[src/rtl/uart_tx_fifo.sv]
// uart_tx_fifo: UART transmitter fed from a small transmit FIFO.
// Frames are start, DATA_BITS data bits sent LSB first, an optional parity bit
// and STOP_BITS stop bits. Each bit lasts CLKS_PER_BIT clocks.
// Queued words go out back to back, with no idle gap between frames.
//
// Handshake: a word is accepted on any rising edge where transmit=1 and full=0.
// A strobe while full drops the word and raises overflow for one cycle.
// full is taken from the registered count, so it is never relieved by a pop
// in the same cycle.
module uart_tx_fifo #(
  parameter int DATA_BITS    = 8,
  parameter int CLKS_PER_BIT = 1,
  parameter int STOP_BITS    = 1,
  parameter int FIFO_DEPTH   = 4
) (
  input  logic                          clk,
  input  logic                          reset,
  input  logic                          transmit,
  input  logic [DATA_BITS-1:0]          TxData,
  input  logic                          parity_en,
  input  logic                          parity_odd,
  output logic                          TxD,
  output logic                          busy,
  output logic                          full,
  output logic [$clog2(FIFO_DEPTH):0]   fifo_count,
  output logic                          overflow
);

  localparam int PW = $clog2(FIFO_DEPTH);
  localparam int CW = (CLKS_PER_BIT > 1) ? $clog2(CLKS_PER_BIT) : 1;
  localparam int BW = $clog2(DATA_BITS + 1);

  localparam logic [CW-1:0] BAUD_LAST = CW'(CLKS_PER_BIT - 1);
  localparam logic [BW-1:0] DATA_LAST = BW'(DATA_BITS - 1);
  localparam logic [BW-1:0] STOP_LAST = BW'(STOP_BITS - 1);
  localparam logic [PW:0]   DEPTH_CNT = (PW + 1)'(FIFO_DEPTH);

  typedef enum logic [2:0] {IDLE, START, DATA, PARITY, STOP} state_t;

  state_t                state_q, state_d;
  logic [CW-1:0]         baud_q, baud_d;
  logic [BW-1:0]         bit_q, bit_d;
  logic [DATA_BITS-1:0]  data_q, data_d;
  logic                  par_en_q, par_en_d;
  logic                  par_odd_q, par_odd_d;
  logic                  txd_q, txd_d;
  logic                  ovf_q, ovf_d;
  logic [PW-1:0]         wr_ptr_q, wr_ptr_d;
  logic [PW-1:0]         rd_ptr_q, rd_ptr_d;
  logic [PW:0]           count_q, count_d;
  logic [DATA_BITS-1:0]  mem_q [FIFO_DEPTH];

  logic fifo_empty, fifo_full, push, pop, baud_wrap;

  assign fifo_empty = (count_q == '0);
  assign fifo_full  = (count_q == DEPTH_CNT);
  assign push       = transmit & ~fifo_full;
  assign baud_wrap  = (baud_q == BAUD_LAST);

  // FIFO pointers, occupancy and the overflow pulse.
  always_comb begin
    wr_ptr_d = wr_ptr_q;
    rd_ptr_d = rd_ptr_q;
    count_d  = count_q;
    ovf_d    = transmit & fifo_full;
    if (push) wr_ptr_d = wr_ptr_q + 1'b1;
    if (pop)  rd_ptr_d = rd_ptr_q + 1'b1;
    case ({push, pop})
      2'b10:   count_d = count_q + 1'b1;
      2'b01:   count_d = count_q - 1'b1;
      default: count_d = count_q;
    endcase
  end

  // Frame sequencer. The head word and the parity settings are captured at
  // the pop, so input changes mid-frame only affect the next frame.
  always_comb begin
    state_d   = state_q;
    baud_d    = baud_q;
    bit_d     = bit_q;
    data_d    = data_q;
    par_en_d  = par_en_q;
    par_odd_d = par_odd_q;
    pop       = 1'b0;
    case (state_q)
      IDLE: begin
        baud_d = '0;
        bit_d  = '0;
        if (!fifo_empty) begin
          pop       = 1'b1;
          data_d    = mem_q[rd_ptr_q];
          par_en_d  = parity_en;
          par_odd_d = parity_odd;
          state_d   = START;
        end
      end
      START: begin
        if (baud_wrap) begin
          baud_d  = '0;
          bit_d   = '0;
          state_d = DATA;
        end else begin
          baud_d = baud_q + 1'b1;
        end
      end
      DATA: begin
        if (baud_wrap) begin
          baud_d = '0;
          if (bit_q == DATA_LAST) begin
            bit_d   = '0;
            state_d = par_en_q ? PARITY : STOP;
          end else begin
            bit_d = bit_q + 1'b1;
          end
        end else begin
          baud_d = baud_q + 1'b1;
        end
      end
      PARITY: begin
        if (baud_wrap) begin
          baud_d  = '0;
          bit_d   = '0;
          state_d = STOP;
        end else begin
          baud_d = baud_q + 1'b1;
        end
      end
      STOP: begin
        if (baud_wrap) begin
          baud_d = '0;
          if (bit_q == STOP_LAST) begin
            bit_d = '0;
            if (!fifo_empty) begin
              pop       = 1'b1;
              data_d    = mem_q[rd_ptr_q];
              par_en_d  = parity_en;
              par_odd_d = parity_odd;
              state_d   = START;
            end else begin
              state_d = IDLE;
            end
          end else begin
            bit_d = bit_q + 1'b1;
          end
        end else begin
          baud_d = baud_q + 1'b1;
        end
      end
      default: state_d = IDLE;
    endcase
  end

  // Line level for the next cycle, derived from the next state so TxD is a flop.
  always_comb begin
    txd_d = 1'b1;
    case (state_d)
      START:  txd_d = 1'b0;
      DATA: begin
        for (int i = 0; i < DATA_BITS; i++) begin
          if (bit_d == BW'(i)) txd_d = data_d[i];
        end
      end
      PARITY: txd_d = (^data_d) ^ par_odd_d;
      default: txd_d = 1'b1;
    endcase
  end

  // State, counter and line registers.
  always_ff @(posedge clk or posedge reset) begin
    if (reset) begin
      state_q   <= IDLE;
      baud_q    <= '0;
      bit_q     <= '0;
      data_q    <= '0;
      par_en_q  <= 1'b0;
      par_odd_q <= 1'b0;
      txd_q     <= 1'b1;
      ovf_q     <= 1'b0;
      wr_ptr_q  <= '0;
      rd_ptr_q  <= '0;
      count_q   <= '0;
    end else begin
      state_q   <= state_d;
      baud_q    <= baud_d;
      bit_q     <= bit_d;
      data_q    <= data_d;
      par_en_q  <= par_en_d;
      par_odd_q <= par_odd_d;
      txd_q     <= txd_d;
      ovf_q     <= ovf_d;
      wr_ptr_q  <= wr_ptr_d;
      rd_ptr_q  <= rd_ptr_d;
      count_q   <= count_d;
    end
  end

  // FIFO storage, written at the tail on an accepted push.
  always_ff @(posedge clk or posedge reset) begin
    if (reset) begin
      for (int i = 0; i < FIFO_DEPTH; i++) mem_q[i] <= '0;
    end else if (push) begin
      mem_q[wr_ptr_q] <= TxData;
    end
  end

  assign TxD        = txd_q;
  assign busy       = (state_q != IDLE);
  assign full       = fifo_full;
  assign fifo_count = count_q;
  assign overflow   = ovf_q;

endmodule
[config.mk]
export PLATFORM = sky130hd
export DESIGN_NAME = uart_tx_fifo
export DESIGN_NICKNAME = d
export VERILOG_FILES = /design/src/rtl/uart_tx_fifo.sv
export SDC_FILE = /design/constraint.sdc
export NUM_CORES = 1
export LEC_CHECK = 0
export ABC_AREA = 0
export BUFFER_PORTS_ARGS = -buffer_cell sky130_fd_sc_hd__buf_4
export CAP_MARGIN = 25
export CORE_AREA = 2 2 85 87
export DETAILED_ROUTE_END_ITERATION = 12
export DIE_AREA = 0 0 87 89
export GPL_TIMING_DRIVEN = 0
export PLACE_DENSITY = 0.62
export SLEW_MARGIN = 20
export SYNTH_ARGS = -nofsm -noshare
export SYNTH_HDL_FRONTEND = slang
export SYNTH_SLANG_ARGS = --single-unit
[constraint.sdc]
create_clock -name clk -period 3.3 [get_ports clk]
set_input_delay 0.66 -clock clk [delete_from_list [all_inputs] [get_ports clk]]
set_output_delay 0.66 -clock clk [all_outputs]
set_load 0.03 [all_outputs]
* Yosys cells after proc, flatten, opt, wreduce, memory -nomap -nowiden
Index checks and enable logic that the tools add are counted.
** Cells by class
- Muxes and demuxes :: 50
- Bitwise operators :: 6
- Reduce and logical (&&, ||, !) cells :: 13
- $add $sub $neg :: 6
- Order comparisons :: 3
- Equal/unequal tests :: 20
** Operators by type and width (number)
- two-way mux 8 bit :: 6
- bitwise mux 32 bit :: 1
- two-way mux 3 bit :: 8
- equality test 4 x 3 -> 1 bit (second input constant) :: 5
- two-way mux 4 bit :: 5
- two-way mux 1 bit :: 19
- binary-select mux 8 bit (select 2 bit) :: 1
- demux 8 bit (select 2 bit) :: 1
- one-hot mux 4 bit (4 select lines) :: 1
- one-hot mux 8 bit (2 select lines) :: 1
- one-hot mux 3 bit (5 select lines) :: 1
- equality test 3 x 2 -> 1 bit (second input constant) :: 4
- equality test 4 x 2 -> 1 bit (second input constant) :: 2
- logical NOT 4 bit :: 2
- one-hot mux 1 bit (2 select lines) :: 4
- parity 8 bit :: 1
- equality test 3 x 1 -> 1 bit (second input constant) :: 2
- equality test 3 bit (second input constant) :: 2
- greater-or-equal comparator 3 bit (second input constant) :: 2
- logical NOT 3 bit :: 2
- inverter 2 -> 3 bit :: 2
- one-hot mux 3 bit (2 select lines) :: 1
- nonzero test 2 bit :: 3
- adder 2 x 1 -> 2 bit (second input constant) :: 2
- 18 further kinds :: 20
** Storage, ports and cells
- Logic and storage cells :: 113
- Flip-flop bits (word level) :: 59
- Input bits :: 13

* Logic depth before layout (Yosys ltp)
Gate-level depths: netlist of run 1.
- Depth after elaboration :: 17
- Mapped depth :: 11
- Gate-level depth less buffers :: 10

* Worst setup path before layout of run 1
No wires, ideal clock.
- Path kind :: reg-to-reg
- From :: reg bit_q[0]
- To :: reg txd_q (netlist: TxD)
- Path slack :: 533 ps
- Data arrival time :: 2676 ps
- Period minus slack after synthesis :: 2767 ps
- Cell stages (with the launch flop) :: 11
- Buffers on the path :: 1
- Cell sequence :: dfrtp_1 inv_1 ha_1 or3b_4 a211oi_4 buf_6 mux2_2 mux2_1 a22o_1 o31ai_2 o221ai_2
** On the way
- Elaborated cells on any way between the ends :: 42
- Classes of those cells :: 1 x add/sub; 11 x eq/ne; 26 x mux; 1 x bitwise; 3 x reduce/logical
** RTL lines
- from (decl) :: RTL line 42 : logic [BW-1:0] bit_q, bit_d;
- from (signal assigned) :: RTL line 185 : bit_q <= bit_d;
- logical NOT 4 bit (*) :: RTL line 131 : if (bit_q == STOP_LAST) begin
- two-way mux 8 bit (*) :: RTL line 131
- two-way mux 8 bit (*) :: RTL line 129 : if (baud_wrap) begin
- one-hot mux 8 bit (2 select lines) (*) :: RTL line 85 : case (state_q)
- net data_d[3] :: RTL line 43 : logic [DATA_BITS-1:0] data_q, data_d;
- two-way mux 1 bit (5 in a row) :: RTL line 160 : if (bit_d == BW'(i)) txd_d = data_d[i];
- one-hot mux 1 bit (3 select lines) (*) :: RTL line 156 : case (state_d)
- net txd_d :: RTL line 46 : logic txd_q, txd_d;
- to (signal assigned) :: RTL line 189 : txd_q <= txd_d;
- to (decl) :: RTL line 46
The timed path passes the listed nets; every way through them passes the cells marked *.
A chain may end at the register's enable or synchronous reset.

* Final worst setup path of run 1
Ends and elaborated chain as after synthesis.

==> impl_results.md, run 1 <==
- RSZ-0062 raised after global routing: no
- RR Startpoint: bit_q[0]
- Final wirelength: 4960 µm
- WP data arrival: 3.21 ns
- Post-Syn Area: 0.00290 mm²
- Setup Buffers After CTS: 0
- GP Congestion: 0.809
- Minimum clock period: 2.95 ns
- Seq/Total Area, Yosys: 0.501
- Setup crit end kind: register
- YS warnings: 0
- Power Density: 1190 mW/mm²
- Post-synthesis cell type count: 49
- CTS Hold Bufs: 0
- Max Slew Vio Count: 0
- Die area: 0.00774 mm²
- Final period util: 0.895
- Fmax: 0.338 GHz
- Endpoints failing setup: 0
- CTS sink cnt: 58
- Critical Path Fanout Max: 10
- Pleak: 1.50 nW
- Setup tns final: 0 ns
- Prevailing post-synth register cell: dfrtp_1
- H-Tree Depth: 3
- Initial core utilization: 0.431
- Layout cells sized above 1: 0.349
- Leading cell type in the layout, fill and taps excluded: dfrtp_1
- Worst-path clk slew: 0.06 ns
- Starting DRC count in detailed routing: 66
- Fin area: 0.00339 mm²
- Total of max-cap violations: 0
- Global-route wire length before repair: 8400 µm
- Startpoint types: register
- Worst ir drop on vdd: 422 µV
- Largest net degree at the start of global routing: 47
- Pre-CTS WS: 0.346 ns
- Clock skew: 0.00566 ns
- Capture point of the worst reg-to-reg path: TxD
- Die outline width: 87 µm
- Layout net count: 271
- Crit path required time: 3.55 ns
- Worst-Skew Late Latency: 0.33 ns
- Slew @ Worst Pin: 0.586 ns
- 1st-pass router iterations: 4
- Io pins: 20
- Antenna cells: 0
- Flops & latches, synth: 58
- Final hold violations: 0
- Syn Inst Count: 219
- Area Overhead vs Synth: 17.0%
- Core area: 0.00672 mm²
- Number of global-route vias before repair: 1729
- PnR worst setup slack: 0.346 ns
- Reg-to-reg slack, setup: 0.35 ns
- Port Buffers: 19
- TritonCTS clock tree: yes
- Initial antenna violation count: 0
- Placed wire-length estimate: 3400 µm
- CTS Buffer Depth: 2
- Worst slew margin: 0.609
- GRT Total Usage: 0.146
- Crit path kind: reg2reg
- Antenna-violating nets left: 0
- Number of remaining DRC errors: 0
- Global route overflow: 0
- Placed inst area: 0.00317 mm²
- Num rows: 30
- Syn nets: 240
- Die height: 89 µm
- Reg2reg path depth: 10
- Async SR Flop Fraction: 1.00
- TritonCTS Buffers: 9
- Total number of vias: 1735
- Post-CTS sizing: 0
- Most frequent cells in the layout: dfrtp_1 (57), mux2_2 (28), buf_4 (19), nand2_1 (13), inv_1 (11)
- Outcome: finished, final reports clean
- CTS root buf: clkbuf_8
- Synth Area per Inst: 13.2 µm²
- Hold crit path type: in2async
- Via density: 5.18
- Drt wl/cell: 14.8 µm
- Post-synth EDFFs: 0
[metrics by stage]
| stage | std cells | total power, mW | hold slack, ns | utilization |
|---|---|---|---|---|
| finish | 335 | 4.02 | 0.241 | 0.504 |
| detailed placement | 319 | 3.34 | 0.479 | 0.472 |
| CTS | 335 | 4.08 | 0.228 | 0.504 |
| global route | 335 | 4.31 | 0.246 | 0.504 |
| global placement | 318 | 3.31 | 0.469 | 0.467 |
| floorplan | 219 | 2.93 | 0.459 | - |
[flip-flops by register name (all words and copies together), names as in the netlist, 2 cells and up]
signal      count
mem_q          32
data_q          8
wr_ptr_q        2
state_q         3
rd_ptr_q        2
bit_q           4
fifo_count      3
[routing by layer]
layer,wire (µm),vias up,GRT usage
li1,-,847,-
met1,2330,858,0.187
met2,2390,20,0.230
met3,131,10,0.0360
met4,108,0,0.0767
met5,0,-,0
[worst max path at each step]
stage                        start   to  slack, ns  cells after the start
final                     bit_q[0]  TxD       0.35                     10
after global routing      bit_q[0]  TxD       0.22                     10
after CTS                 bit_q[0]  TxD       0.33                     10
after global placement    bit_q[0]  TxD       0.35                     10
after detailed placement  bit_q[0]  TxD       0.35                     10
after floorplan           bit_q[0]  TxD       0.53                     10
[power by group]
group / switching [mW] / internal (mW)
Clock: 0.279 / 0.443
Combinational: 0.938 / 1.11
Sequential: 0.172 / 1.07
Total: 1.39 / 2.63
[critical path: stages (launching register included)]
cell	delay, ns
dfrtp_1	0.42
inv_1	0.08
ha_1	0.13
or3b_4	0.41
a211oi_4	0.40
buf_6	0.23
mux2_2	0.38
mux2_1	0.29
a22o_1	0.22
o31ai_2	0.19
o221ai_2	0.12
[synthesized netlist by cell type, drive strengths merged (2+ instances only)]
cell type | instances | area, µm²
xor2 | 3 | 26.3
o21ai | 3 | 15.0
ha | 7 | 87.6
a211oi | 2 | 27.5
o31ai | 2 | 20.0
nand2 | 13 | 48.8
buf | 5 | 30.0
a22o | 3 | 26.3
xnor2 | 9 | 78.8
mux2i | 2 | 20.0
or3 | 2 | 12.5
nor2 | 9 | 33.8
mux2 | 44 | 518
nand3b | 2 | 15.0
nand3 | 5 | 25.0
inv | 13 | 48.8
dfrtp | 57 | 1430
a21oi | 5 | 25.0
mux4 | 8 | 180
and2 | 2 | 12.5
clkbuf | 3 | 11.3
[layout make-up]
cell class / instances / area, µm²
well taps: 80 / 100
flip-flops and latches: 58 / 1450
clock inverters: 5 / 77.6
inverters: 13 / 51.3
plain buffers: 8 / 41.3
clock buffers: 11 / 141
fillers: 593 / 3330
multi-input cells: 140 / 1360
repair buffers: 20 / 170
[logic make-up after synthesis]
logic type,Yosys count,synth area share
AND/OR/NAND/NOR,43,0.0760
multiplexers,54,0.248
adder cells (fa/ha/maj),8,0.0371
buffers and inverters,21,0.0311
AO/OA/AOI/OAI,22,0.0622
XOR/XNOR,13,0.0445
flip-flops,58,0.501
No activity file was read; power rests on OpenSTA's default activity.
==> run 2: changes to the inputs <==
Settings changed: ABC_AREA 0 to 1, CORE_AREA 2 2 85 87 to 2 2 89 91, CTS_CLUSTER_SIZE from default to 28, DIE_AREA 0 0 87 89 to 0 0 91 93, PLACE_DENSITY 0.62 to 0.61.
==> run 2 against run 1 <==
Via count up 51%. Sequential share of layout area down 4.1 points. Design area up 11%. Core utilization down 0.68 points.
==> impl_results.md, run 2 <==
- Outcome: finished, final reports clean
- Reg2reg path depth: 11 (+1)
- CTS root buf: clkbuf_8
- Setup Buffers After CTS: 0 (unchanged)
- Drt wl/cell: 12.3 µm (-17%)
- Io pins: 20 (unchanged)
- RSZ-0062 raised after global routing: no
- Clock share of power: 0.203 (+0.023)
- Most frequent cells in the layout: nand2_1 (179), dfrtp_1 (57), inv_1 (43), o21ai_0 (41), nand3_1 (24)
- Post-synthesis cell type count: 31 (-37%)
- Number of remaining DRC errors: 0 (unchanged)
- Reg-to-reg slack, setup: 0.99 ns (+0.64 ns)
- Port Buffers: 19 (unchanged)
- Starting DRC count in detailed routing: 102 (+55%)
- Leading cell type in the layout, fill and taps excluded: nand2_1
- Share of power burned in registers: 0.282 (-0.027)
- Crit path required time: 3.52 ns (-0.03 ns)
- Capture point of the worst reg-to-reg path: fifo_count[2]
- Flops & latches, synth: 58 (unchanged)
- Worst-Skew Late Latency: 0.34 ns (about the same)
- Fmax: 0.432 GHz (+28%)
- Fillers: 763 (+29%)
- GRT Total Usage: 0.185 (+0.0388)
- Async SR Flop Fraction: 1.00 (unchanged)
- Power Density: 1160 mW/mm² (-1.8%)
- Fin area: 0.00375 mm² (+11%)
- Prevailing post-synth register cell: dfrtp_1
- TritonCTS Buffers: 9 (unchanged)
- CTS sink cnt: 58 (unchanged)
- CTS Hold Bufs: 0 (unchanged)
- TritonCTS clock tree: yes
- Area share of the largest cell type after synthesis: 0.449 (-0.0436)
- Syn Inst Count: 421 (+92%)
- Crit path kind: reg2reg
- Die outline width: 91 µm (+4.6%)
- Placed inst area: 0.00348 mm² (+9.7%)
- Worst-path clk slew: 0.07 ns (about the same)
- Largest Register: mem_q
- Xor and xnor fraction of the mapped netlist area: 0.0138 (-0.0307)
- Worst slew margin: 0.695 (+0.0860)
- P_sw: 1.93 mW (+39%)
- Core area: 0.00753 mm² (+12%)
- Max Slew Vio Count: 0 (unchanged)
- Die height: 93 µm (+4.5%)
- Final hold violations: 0 (unchanged)
- Register area: 0.00145 mm² (unchanged)
- Final Util: 0.498 (-0.00680)
- Via density: 4.68 (-9.6%)
- Post-CTS sizing: 0 (unchanged)
- WP data arrival: 2.54 ns (-0.67 ns)
- Layout cells sized above 1: 0.164 (-0.185)
- Largest family of logic cells by synthesized area: simple AND/OR/NAND/NOR gates
- Endpoints failing setup: 0 (unchanged)
- Post-Synth Simple-Gate Area: 0.318 (+0.242)
- Number of global-route vias before repair: 2626 (+52%)
- Initial antenna violation count: 0 (unchanged)
- Total of max-cap violations: 0 (unchanged)
- YS warnings: 0 (unchanged)
- Final period util: 0.701 (-0.195)
- Setup tns final: 0 ns (unchanged)
- Final wirelength: 6890 µm (+39%)
- Worst ir drop on vdd: 374 µV (-11%)
- Critical Path Fanout Max: 10 (unchanged)
- Post-Synth Adder-Cell Area: 0.0338 (-0.00329)
- Most common cell in the netlist: nand2_1
- Switching part of the total: 0.442 (+0.0964)
- Area Overhead vs Synth: 17.8%
- Placed wire-length estimate: 4920 µm (+45%)
- Largest register FFs: 32 (unchanged)
- Post-synth EDFFs: 0 (unchanged)
- Layout net count: 473 (+75%)
- Compound-Gate Fraction of Synth Area: 0.0917 (+0.0295)
- Initial core utilization: 0.422 (-0.00891)
- Cell Int Power: 2.43 mW (-7.4%)
- Biggest regs: mem_q: 32 flops, data_q: 8 flops, bit_q: 4 flops
- Minimum clock period: 2.31 ns (-0.642 ns)
- Area of the multi-input gates: 0.00146 mm² (+7.4%)
- Pleak: 2.00 nW (+34%)
- RR Startpoint: bit_q[0]
- Synth area leader: dfrtp_1
- Total number of vias: 2617 (+51%)
- Startpoint types: register
- Synth Area per Inst: 7.55 µm² (-43%)
- Setup crit end kind: register
- Hold crit path type: in2async
- Clock skew: 0.00525 ns (-0.000415 ns)
- Seq/Total Area, Yosys: 0.457 (-0.0444)
- Die area: 0.00846 mm² (+9.3%)
- Multiplexer area fraction after synthesis: 0 (-0.248)
- Post-Syn Area: 0.00318 mm² (+9.7%)
- Syn nets: 442 (+84%)
- GP Congestion: 0.773 (-4.5%)
- Largest net degree at the start of global routing: 55 (+17%)
- Antenna-violating nets left: 0 (unchanged)
- Gate power share: 0.515 (+0.004)
- H-Tree Depth: 3 (unchanged)
- Antenna cells: 0 (unchanged)
- Num rows: 32 (+6.7%)
- CTS Buffer Depth: 2 (unchanged)
- Slew @ Worst Pin: 0.457 ns (-0.129 ns)
- Global-route wire length before repair: 12300 µm (+47%)
- Global route overflow: 0 (unchanged)
- Synth area leaders: dfrtp_1 (45%), nand2_1 (21%), o21ai_0 (6.5%)
- Post-synth top cells: nand2_1 (179), dfrtp_1 (57), inv_1 (44)
- 1st-pass router iterations: 4 (unchanged)
[run 2: cell families (layout without fill, tap and decap cells)]
group,Yosys count,in the layout
AO/OA/AOI/OAI,50,50
flip-flops,58,58
buffers and inverters,60,96
AND/OR/NAND/NOR,240,240
adder cells (fa/ha/maj),8,8
XOR/XNOR,5,5
[run 2: metrics by stage]
step / hold WS (ns) / worst slack (ns) / total power, mW / instances
2_1_floorplan: 0.453 / 1.01 / 2.95 / 421
3_3_place_gp: 0.466 / 0.417 / 3.43 / 542
3_5_place_dp: 0.473 / 0.966 / 3.49 / 543
4_1_cts: 0.179 / 0.955 / 4.41 / 559
5_1_grt: 0.188 / 0.782 / 4.79 / 559
6_report: 0.189 / 0.988 / 4.36 / 559
[run 2: power by group through the flow]
stage	logic [mW]	registers [mW]	clock network, mW
5_1_grt	2.58	1.27	0.939
4_1_cts	2.27	1.23	0.909
6_report	2.25	1.23	0.884
2_1_floorplan	1.70	1.26	0
3_5_place_dp	2.26	1.24	0
3_3_place_gp	2.20	1.23	0
[run 2: routing by layer]
| metal | vias to the layer above | track usage | part of all wire |
|---|---|---|---|
| met4 | 0 | 0.0985 | 0.021 |
| met2 | 41 | 0.300 | 0.47 |
| met1 | 1198 | 0.238 | 0.48 |
| met5 | - | 0 | 0 |
| li1 | 1366 | - | - |
| met3 | 12 | 0.0298 | 0.031 |
[run 2: how the worst max path moves through the flow]
stage	cells after the start	start	to	slack (ns)
after floorplan	11	fifo_count[1]	fifo_count[2]	1.01
after global placement	2	reset	mem_q[8]	0.42
after detailed placement	11	bit_q[0]	fifo_count[2]	0.97
after CTS	11	bit_q[0]	fifo_count[2]	0.95
after global routing	11	bit_q[0]	fifo_count[2]	0.78
final	11	bit_q[0]	fifo_count[2]	0.99
[run 2: area by class of cell]
| class | instances | area share |
|---|---|---|
| Multi-Input combinational cell | 303 | 0.388 |
| Timing Repair Buffer | 20 | 0.0454 |
| Buffer | 11 | 0.0227 |
| Sequential cell | 58 | 0.388 |
| Tap cell | 102 | 0.0341 |
| Clock buffer | 11 | 0.0377 |
| Inverter | 49 | 0.0504 |
| Clock inverter | 5 | 0.0334 |
[run 2: critical path, stage by stage, from the launching register on]
cell and delay (ns):
dfrtp_1 0.41, inv_1 0.09, ha_1 0.25, a21oi_2 0.10, nor2_4 0.15, buf_4 0.21
ha_1 0.16, inv_1 0.06, fa_1 0.37, a21oi_1 0.14, o21ai_0 0.11, xor2_1 0.15
==> run 3: changes to the inputs <==
Settings changed: PLACE_DENSITY 0.61 to 0.63.
Clock period 3.3 ns to 2.1 ns, I/O delays scaled along.
==> run 3 against run 2 <==
Maximum frequency rose by 15%. Global-route usage up 0.40 points. Final cell count grew 1.8%. Sequential share of layout area shrank 0.86 points. Flip-flop and latch count did not move. Clock skew grew 0.0026 ns. Critical endpoint unchanged. Highest routed layer unchanged.
==> impl_results.md, run 3 (synthesis results as in run 2) <==
- Worst ir drop on vdd: 582 µV (+56%)
- RR Startpoint: bit_q[0]
- Die height: 93 µm (unchanged)
- Initial core utilization: 0.422 (unchanged)
- Number of remaining DRC errors: 0 (unchanged)
- Largest register FFs: 32 (unchanged)
- Reg2reg path depth: 11 (unchanged)
- CTS Buffer Depth: 2 (unchanged)
- Drt wl/cell: 12.6 µm (+2.7%)
- Antenna cells: 0 (unchanged)
- PnR worst setup slack: 0.0836 ns (-0.904 ns)
- Number of global-route vias before repair: 2695 (+2.6%)
- Worst slew margin: 0.691 (-0.00417)
- WP data arrival: 2.24 ns (-0.30 ns)
- Hold crit path type: in2reg
- Cell Int Power: 3.69 mW (+52%)
- Gate power share: 0.570 (+0.055)
- Reg-to-reg slack, setup: 0.08 ns (-0.90 ns)
- Worst-Skew Late Latency: 0.35 ns (about the same)
- Setup crit end kind: register
- Antenna-violating nets left: 0 (unchanged)
- Area Overhead vs Synth: 20.8%
- Die area: 0.00846 mm² (unchanged)
- Biggest regs: mem_q: 32 flops, data_q: 8 flops, bit_q: 4 flops
- Initial antenna violation count: 0 (unchanged)
- Most frequent cells in the layout: nand2_1 (174), dfrtp_1 (54), o21ai_0 (39), inv_1 (38), buf_4 (29)
- Num rows: 32 (unchanged)
- Layout cells sized above 1: 0.221 (+0.0564)
- Port Buffers: 19 (unchanged)
- Outcome: finished, final reports clean
- Io pins: 20 (unchanged)
- Setup tns final: 0 ns (unchanged)
- Switching part of the total: 0.466 (+0.0237)
- 1st-pass router iterations: 6 (+2)
- Global-route wire length before repair: 12600 µm (+2.3%)
- P_sw: 3.22 mW (+67%)
- Core area: 0.00753 mm² (unchanged)
- CTS root buf: clkbuf_8
- Pleak: 2.02 nW (+1.0%)
- Max Slew Vio Count: 0 (unchanged)
- Total of max-cap violations: 0 (unchanged)
- Non-Filler Instances: 569 (+1.8%)
- Placed wire-length estimate: 4930 µm (+0.12%)
- GRT Total Usage: 0.189 (+0.00402)
- TritonCTS Buffers: 9 (unchanged)
- Worst setup path startpoint: bit_q[0]
- Via density: 4.78 (+2.1%)
- Startpoint types: register
- Largest net degree at the start of global routing: 55 (unchanged)
- Endpoints failing setup: 0 (unchanged)
- Power Density: 1800 mW/mm² (+54%)
- # placed instances: 543 (unchanged)
- TritonCTS clock tree: yes
- Layout net count: 483 (+2.1%)
- Crit path capture: fifo_count[2]
- Final period util: 0.960 (+0.259)
- Critical Path Fanout Max: 4 (-6)
- Pre-CTS WS: -0.230 ns (-1.20 ns)
- Worst-path clk slew: 0.07 ns (about the same)
- Final hold violations: 0 (unchanged)
- Crit path kind: reg2reg
- Starting DRC count in detailed routing: 105 (+2.9%)
- Capture point of the worst reg-to-reg path: fifo_count[2]
- Final wirelength: 7200 µm (+4.5%)
- Global route overflow: 0 (unchanged)
- Die outline width: 91 µm (unchanged)
- Crit path required time: 2.32 ns (-1.20 ns)
- Share of power burned in registers: 0.282 (about the same)
- Slew @ Worst Pin: 0.464 ns (+0.00626 ns)
- GP Congestion: 0.771 (-0.25%)
- Clock skew: 0.00781 ns (+0.00256 ns)
- Total number of vias: 2721 (+4.0%)
- CTS sink cnt: 58 (unchanged)
- H-Tree Depth: 3 (unchanged)
- Leading cell type in the layout, fill and taps excluded: nand2_1
- Minimum clock period: 2.02 ns (-0.296 ns)
- Fmax: 0.496 GHz (+15%)
- Largest Register: mem_q
- Clock share of power: 0.147 (-0.056)
==> run 3: layer usage <==
metal	track usage	up-vias	routed length, µm
met4	0.0821	0	131
met5	0	-	0
met1	0.242	1274	3360
met3	0.0387	13	256
li1	-	1382	-
met2	0.310	52	3440
==> run 3: through the flow <==
stage	power [mW]	util	cell area [µm²]	hold slack, ns
finish	6.91	0.510	3840	0.282
floorplan	4.66	-	3190	0.453
global placement	5.41	0.459	3460	0.466
CTS	6.63	0.494	3720	0.274
detailed placement	5.51	0.463	3490	0.310
global route	7.59	0.510	3840	0.288
==> run 3: layout make-up <==
class / count / area (µm²)
clock buffer: 11 / 131
tap: 102 / 128
fill: 784 / 3690
clock inverter: 5 / 55.1
timing repair buffer: 30 / 255
inverter: 49 / 191
sequential: 58 / 1460
buffer: 11 / 92.6
multi-input combinational: 303 / 1530
==> run 3: repair_timing <==
item                       4_1_cts  5_1_grt
gates resized for setup          3       25
hold endpoints to repair         4        0
pin swaps                        2        7
hold buffers                     1        0
setup endpoints to repair        2        3
buffers inserted                 2        7
==> run 3: worst min path at each step <==
stage | startpoint | end | slack, ns | depth (start not counted)
after floorplan | mem_q[16] | mem_q[16] | 0.45 | 2
after global placement | mem_q[21] | mem_q[21] | 0.47 | 2
after detailed placement | reset | overflow | 0.31 | 2
after CTS | parity_en | par_en_q | 0.27 | 3
after global routing | parity_en | par_en_q | 0.29 | 3
final | parity_en | par_en_q | 0.28 | 3
==> run 3: worst max-delay path: stages (launching register included) <==
cell and delay [ns]:
dfrtp_1 0.42, inv_2 0.10, ha_4 0.17, a21oi_4 0.06, nor2_4 0.10, buf_6 0.11, ha_2 0.16, inv_2 0.05
fa_2 0.36, a21oi_2 0.12, o21ai_1 0.09, xor2_1 0.14
==> run 3: power groups by stage <==
| stage | clock, mW | combinational, mW | sequential, mW |
|---|---|---|---|
| after global placement | 0 | 3.46 | 1.94 |
| after CTS | 1.03 | 3.66 | 1.94 |
| after global routing | 1.08 | 4.49 | 2.01 |
| after floorplan | 0 | 2.67 | 1.99 |
| final | 1.02 | 3.94 | 1.95 |
| after detailed placement | 0 | 3.56 | 1.96 |
